[src/rtl/uart_pkg.sv]
// Shared UART definitions: line-rate defaults, divider derivation, receiver state
// encoding and the bit-vote helper used by the 8N1 receiver.
`timescale 1ns/1ps
package uart_pkg;

  localparam int unsigned CLK_FREQ_HZ_DEFAULT = 100_000_000;
  localparam int unsigned BAUD_DEFAULT        = 9600;
  localparam int unsigned OVERSAMPLE_DEFAULT  = 16;
  localparam int unsigned DATA_BITS           = 8;
  localparam logic        LINE_IDLE           = 1'b1;

  typedef enum logic [2:0] {
    IDLE,
    START,
    DATA,
    STOP,
    WAIT_HIGH
  } rx_state_e;

  // Clocks per sample tick; truncation error is tiny at the supported rates.
  function automatic int unsigned tick_div(input int unsigned clk_hz,
                                           input int unsigned baud,
                                           input int unsigned oversample);
    return clk_hz / (baud * oversample);
  endfunction

  function automatic logic majority3(input logic a, input logic b, input logic c);
    return (a & b) | (a & c) | (b & c);
  endfunction

endpackage

[src/rtl/uart_baud_tick.sv]
// Sample-tick divider: counts 0..DIV-1 and pulses tick for one clock on wrap.
// A synchronous clear holds the count at zero so the phase restarts on demand.
`timescale 1ns/1ps
module uart_baud_tick #(
  parameter int unsigned DIV = 651
) (
  input  logic clk_100MHZ,
  input  logic reset,
  input  logic clear,
  output logic tick
);

  localparam int unsigned CW = (DIV > 1) ? $clog2(DIV) : 1;
  localparam logic [CW-1:0] LAST = CW'(DIV - 1);

  logic [CW-1:0] count;

  // NOTE: sequential state uses non-blocking assignments so every flop samples
  // pre-edge values regardless of block evaluation order.
  always_ff @(posedge clk_100MHZ) begin
    if (reset || clear) begin
      count <= '0;
    end else if (count == LAST) begin
      count <= '0;
    end else begin
      count <= count + 1'b1;
    end
  end

  assign tick = (count == LAST) && !clear;

endmodule

[src/rtl/uart_rx_byte.sv]
// 8N1 UART receiver with 16x oversampling, start-bit glitch rejection,
// three-sample majority vote per bit and stop-bit framing-error detection.
`timescale 1ns/1ps
module uart_rx_byte
  import uart_pkg::*;
#(
  parameter int unsigned CLK_FREQ_HZ = CLK_FREQ_HZ_DEFAULT,
  parameter int unsigned BAUD        = BAUD_DEFAULT,
  parameter int unsigned OVERSAMPLE  = OVERSAMPLE_DEFAULT
) (
  input  logic                 clk_100MHZ,
  input  logic                 reset,
  input  logic                 rx_serial,
  output logic [DATA_BITS-1:0] data_out,
  output logic                 data_valid,
  output logic                 framing_error,
  output logic                 busy_flag
);

  localparam int unsigned TICK_DIV = tick_div(CLK_FREQ_HZ, BAUD, OVERSAMPLE);
  localparam int unsigned SW       = $clog2(OVERSAMPLE);
  localparam logic [SW-1:0] S_PRE  = SW'(OVERSAMPLE / 2 - 1);
  localparam logic [SW-1:0] S_MID  = SW'(OVERSAMPLE / 2);
  localparam logic [SW-1:0] S_VOTE = SW'(OVERSAMPLE / 2 + 1);
  localparam logic [SW-1:0] S_LAST = SW'(OVERSAMPLE - 1);
  localparam logic [2:0]    LAST_BIT = 3'(DATA_BITS - 1);

  rx_state_e state, state_next;

  logic                 sync_1, rx_s;
  logic                 tick, tick_clear;
  logic [SW-1:0]        samp;
  logic                 vote_a, vote_b, vote;
  logic [2:0]           bit_idx;
  logic [DATA_BITS-1:0] shift;
  logic                 at_vote, at_end;
  logic                 samp_clr, shift_en, idx_clr, idx_inc, load_byte, frame_err;

  // Two-flop synchronizer; idle-high reset avoids a false start after reset.
  always_ff @(posedge clk_100MHZ) begin
    if (reset) begin
      sync_1 <= LINE_IDLE;
      rx_s   <= LINE_IDLE;
    end else begin
      sync_1 <= rx_serial;
      rx_s   <= sync_1;
    end
  end

  assign tick_clear = (state == IDLE);

  uart_baud_tick #(.DIV(TICK_DIV)) u_baud_tick (
    .clk_100MHZ (clk_100MHZ),
    .reset      (reset),
    .clear      (tick_clear),
    .tick       (tick)
  );

  assign vote    = majority3(vote_a, vote_b, rx_s);
  assign at_vote = tick && (samp == S_VOTE);
  assign at_end  = tick && (samp == S_LAST);

  always_ff @(posedge clk_100MHZ) begin
    if (reset) state <= IDLE;
    else       state <= state_next;
  end

  // NOTE: every output of this block gets a default first, so no path leaves a
  // signal unassigned and no latch is inferred.
  always_comb begin
    state_next = state;
    samp_clr   = 1'b0;
    shift_en   = 1'b0;
    idx_clr    = 1'b0;
    idx_inc    = 1'b0;
    load_byte  = 1'b0;
    frame_err  = 1'b0;
    unique case (state)
      IDLE: begin
        if (rx_s != LINE_IDLE) begin
          samp_clr   = 1'b1;
          state_next = START;
        end
      end
      START: begin
        if (at_vote && vote) begin
          state_next = IDLE;
        end else if (at_end) begin
          idx_clr    = 1'b1;
          state_next = DATA;
        end
      end
      DATA: begin
        shift_en = at_vote;
        if (at_end) begin
          if (bit_idx == LAST_BIT) state_next = STOP;
          else                     idx_inc    = 1'b1;
        end
      end
      STOP: begin
        // Leave on the mid-stop vote so a following start edge is not missed.
        if (at_vote) begin
          if (vote) begin
            load_byte  = 1'b1;
            state_next = IDLE;
          end else begin
            frame_err  = 1'b1;
            state_next = WAIT_HIGH;
          end
        end
      end
      WAIT_HIGH: begin
        if (rx_s == LINE_IDLE) state_next = IDLE;
      end
      default: state_next = IDLE;
    endcase
  end

  always_ff @(posedge clk_100MHZ) begin
    if (reset) begin
      samp          <= '0;
      vote_a        <= 1'b0;
      vote_b        <= 1'b0;
      bit_idx       <= '0;
      shift         <= '0;
      data_out      <= '0;
      data_valid    <= 1'b0;
      framing_error <= 1'b0;
      busy_flag     <= 1'b0;
    end else begin
      data_valid    <= load_byte;
      framing_error <= frame_err;
      busy_flag     <= (state_next != IDLE);

      if (samp_clr)            samp <= '0;
      else if (at_end)         samp <= '0;
      else if (tick)           samp <= samp + 1'b1;

      if (tick && samp == S_PRE) vote_a <= rx_s;
      if (tick && samp == S_MID) vote_b <= rx_s;

      if (shift_en) shift <= {vote, shift[DATA_BITS-1:1]};

      if (idx_clr)      bit_idx <= '0;
      else if (idx_inc) bit_idx <= bit_idx + 1'b1;

      if (load_byte) data_out <= shift;
    end
  end

endmodule

[config.mk]
export PLATFORM = sky130hd
export DESIGN_NAME = uart_rx_byte
export DESIGN_NICKNAME = d
export VERILOG_FILES = /design/src/rtl/uart_pkg.sv /design/src/rtl/uart_baud_tick.sv /design/src/rtl/uart_rx_byte.sv
export SDC_FILE = /design/constraint.sdc
export NUM_CORES = 1
export LEC_CHECK = 0
export ABC_AREA = 1
export BUFFER_PORTS_ARGS = -buffer_cell sky130_fd_sc_hd__clkbuf_2
export CAP_MARGIN = 20
export CORE_MARGIN = 10
export CORE_UTILIZATION = 53
export DETAILED_ROUTE_END_ITERATION = 12
export PLACE_DENSITY = 0.71
export SLEW_MARGIN = 40
export SYNTH_ARGS = -nofsm -noshare
export SYNTH_HDL_FRONTEND = slang
export SYNTH_SLANG_ARGS = --single-unit
[constraint.sdc]
create_clock -name clk_100MHZ -period 1.6 [get_ports clk_100MHZ]
set_input_delay 0.32 -clock clk_100MHZ [delete_from_list [all_inputs] [get_ports clk_100MHZ]]
set_output_delay 0.32 -clock clk_100MHZ [all_outputs]
set_load 0.02 [all_outputs]
==> summary.md <==
| Metric | Value |
|---|---|
| Ratio of cells with drive above 1 in the final layout | 33.2% |
| # hold bufs at CTS | 0 |
| Final critical-path required period | 1570 ps |
| Crit path max-delay cell type | dfxtp_2 |
| Fill count | 317 |
| Yosys reg bits | 43 |
| Mapped Nets | 273 |
| Post-Syn Area | 2080 um2 |
| Routed len/inst | 11.9 um |
| Max Slew Vio Count | 0 |
| Clk slew on worst S/H paths | 80 ps |
| DP Cell Count | 330 |
| FP Rows | 22 |
| Sequential power share | 59.3% |
| Clk buf depth | 2 |
| CTS tree | built |
| Post-synthesis cell count | 263 |
| CP max FO | 3 |
| Slew at the pin with the worst max-slew slack | 506 ps |
| Max Cap Viol | 0 |
| Final Hold Vio Count | 0 |
| Final GP Congestion | 0.840 |
| Final Util | 66.6% |
| Worst Hold Depth | 2 |
| Internal | 1.39 mW |
| CP Capture Type | flop |
| Horiz. Die Dim | 82.6 um |
| Commonest non-fill, non-tap cells in the layout | nor2_1 (48), dfxtp_1 (40), inv_1 (27) |
| Starting Density | 55.9% |
| Final WS setup | 26.9 ps |
| Via count | 1704 |
| ANT nets after route | 0 |
| Clk sinks | 43 |
| Reg-to-reg endpoint | busy_flag |
| Final routed DRC violation total | 0 |
| Min-delay src | rx_serial |
| Critical Path Max Stage Delay | 330 ps |
| Area growth syn-to-layout | 19.0% |
| Final Total Pwr | 1.82 mW |
| Placed cell areas | 2250 um2 |
| Final Cell Area | 2470 um2 |
| Pre-antenna DRT Iters | 4 |
| Largest net degree at the start of global routing | 17 |
| Routed Wire Length | 4090 um |
| Gr ovfl total | 0 |
| Inserted Diodes | 0 |
| Static Leakage | 1.01 nW |
| RSZ-0062 raised after global routing | yes |
| Crit path DAT | 1760 ps |
| Total GRT Usage | 12.5% |
| Initial drt markers | 101 |
| Commonest non-fill, non-tap cell in the layout | nor2_1 |
| VDD IR max | 0.579 mV |
| Worst hold-check path type | in2reg |
| Clock skew | 5.38 ps |
| Bufs and invs on worst path | 2 |
| Worst R2R Path Depth | 12 |
| # IOs | 14 |
| Synth cell types | 32 |
| Sw frac | 23.2% |
| Die area | 6830 um2 |
| Mean area per synthesized cell | 7.90 um2 |
| CTS root buffer | clkbuf_8 |
| CTS Buf Count | 5 |
| Core area | 3720 um2 |
| Worst path top cell family by delay | simple AND/OR/NAND/NOR gates |
| Worst hold endpoint | sync_1 |
| Clock Power Share | 37.5% |
| Power density over cell area | 734 nW/um2 |
| Global-route wire length before repair | 6800 um |
| Outcome | completed |
| Fmax | 636 MHz |
| Nets@finish | 304 |
| Worst Path Required | 1790 ps |
| WS Path Type | reg2reg |
| Die height | 82.6 um |
| Syn. warnings | 0 |
| Buffers added on ports | 13 |
| Drt via density | 4.97 |
| CTS H-tree depth | 2 |
| Vias in the first global route | 1517 |
| Placed wire-length estimate | 2840 um |
| Initial antenna violation count | 0 |
| Setup WS pre-CTS | -1.68 ps |
| Crit share post-route | 98.3% |
| Crit path cell chain | inv_2, ha_4, buf_6, nand2_4, nor2_4, nand3_4, nor2_4, nand3_2, nand3_1, nand2_1, nand2_1, nand3_1 |
| Final setup violation count | 0 |
| R2R Setup Slk | 30 ps |
| Worst-Skew Late Latency | 300 ps |
| Slew HR | 66.1% |
| P_sw | 0.421 mW |
| Worst Setup Start Kind | flop |
| R2r startpoint | u_baud_tick.count[0] |
| Non-filler cells, final | 343 |
| Register area share after synthesis | 41.4% |
| Logic pwr share | 3.1% |
-- kinds of logic after synthesis --
family,share of synthesized area [%]
buffers and inverters,8.85
AND/OR/NAND/NOR,34.5
XOR/XNOR,0.422
AO/OA/AOI/OAI,10.6
flip-flops,41.4
adder cells (fa/ha/maj),4.21
-- layout make-up --
class	count	area (um2)	area share (%)
Clock buffer	5	68.8	2.78
Timing Repair Buffer	27	174	7.03
Inverter	40	158	6.37
Multi-Input combinational cell	177	1130	45.5
Clock inverter	3	20.0	0.809
Tap cell	48	60.1	2.43
Sequential cell	43	867	35.1
-- power groups by stage --
| stage | clock (mW) | sequential, mW | combinational [mW] |
|---|---|---|---|
| floorplan | 0 | 1.11 | 0.0351 |
| global placement | 0 | 1.10 | 0.0538 |
| detailed placement | 0 | 1.10 | 0.0544 |
| CTS | 0.703 | 1.08 | 0.0556 |
| global route | 0.745 | 1.08 | 0.0631 |
| finish | 0.682 | 1.08 | 0.0567 |
-- metal layers --
| layer | up-vias | share of wire (%) | global-route usage [%] | routed length [um] |
|---|---|---|---|---|
| met1 | 756 | 53 | 17.6 | 2150 |
| met3 | 5 | 4.0 | 4.10 | 163 |
| met2 | 27 | 43 | 17.4 | 1740 |
| met5 | - | 0 | 0 | 0 |
| met4 | 0 | 0.83 | 4.01 | 34 |
| li1 | 916 | - | - | - |
-- registers in the layout (all words and copies together), names as in the netlist, 3 cells and up --
signal	flops
bit_idx	3
state	3
samp	4
data_out	8
u_baud_tick.count	10
shift	8
-- cell usage after synthesis, drive strengths merged --
cell type  count  area, um2
dfxtp         43        861
nor3b          3       22.5
nor2          62        273
ha             7       87.6
a211oi         6       75.1
or2            2       12.5
o21ai         17       85.1
inv           38        145
clkbuf         1       3.75
clkinv         2       8.75
nor4           2       25.0
buf            3       26.3
nor3           9       65.1
nand3         17        123
a21oi         12       60.1
xor2           1       8.76
nand2         31        136
nand3b         1       7.51
nand4          6       52.6
-- timing repair --
action,4_1_cts,5_1_grt
pin swaps,6,12
setup buffers,3,1
gates resized for setup,8,20
endpoints found under the setup margin,1,26
cloned,0,1
-- how the worst max path moves through the flow --
stage,start,endpoint,slack (ps),cells past startpoint
final,u_baud_tick.count[0],busy_flag,30,12
after floorplan,u_baud_tick.count[0],shift[4],70,12
after global placement,u_baud_tick.count[1],bit_idx[0],20,10
after global routing,u_baud_tick.count[0],busy_flag,-90,12
after CTS,u_baud_tick.count[1],bit_idx[0],30,10
after detailed placement,u_baud_tick.count[1],bit_idx[0],-2,10
-- stage by stage --
step,hold slack [ps],TNS [ps]
5_1_grt,185,-663
6_report,198,0
4_1_cts,190,0
3_3_place_gp,391,0
2_1_floorplan,389,0
3_5_place_dp,394,-1.68
No activity file was read; power rests on OpenSTA's default activity.
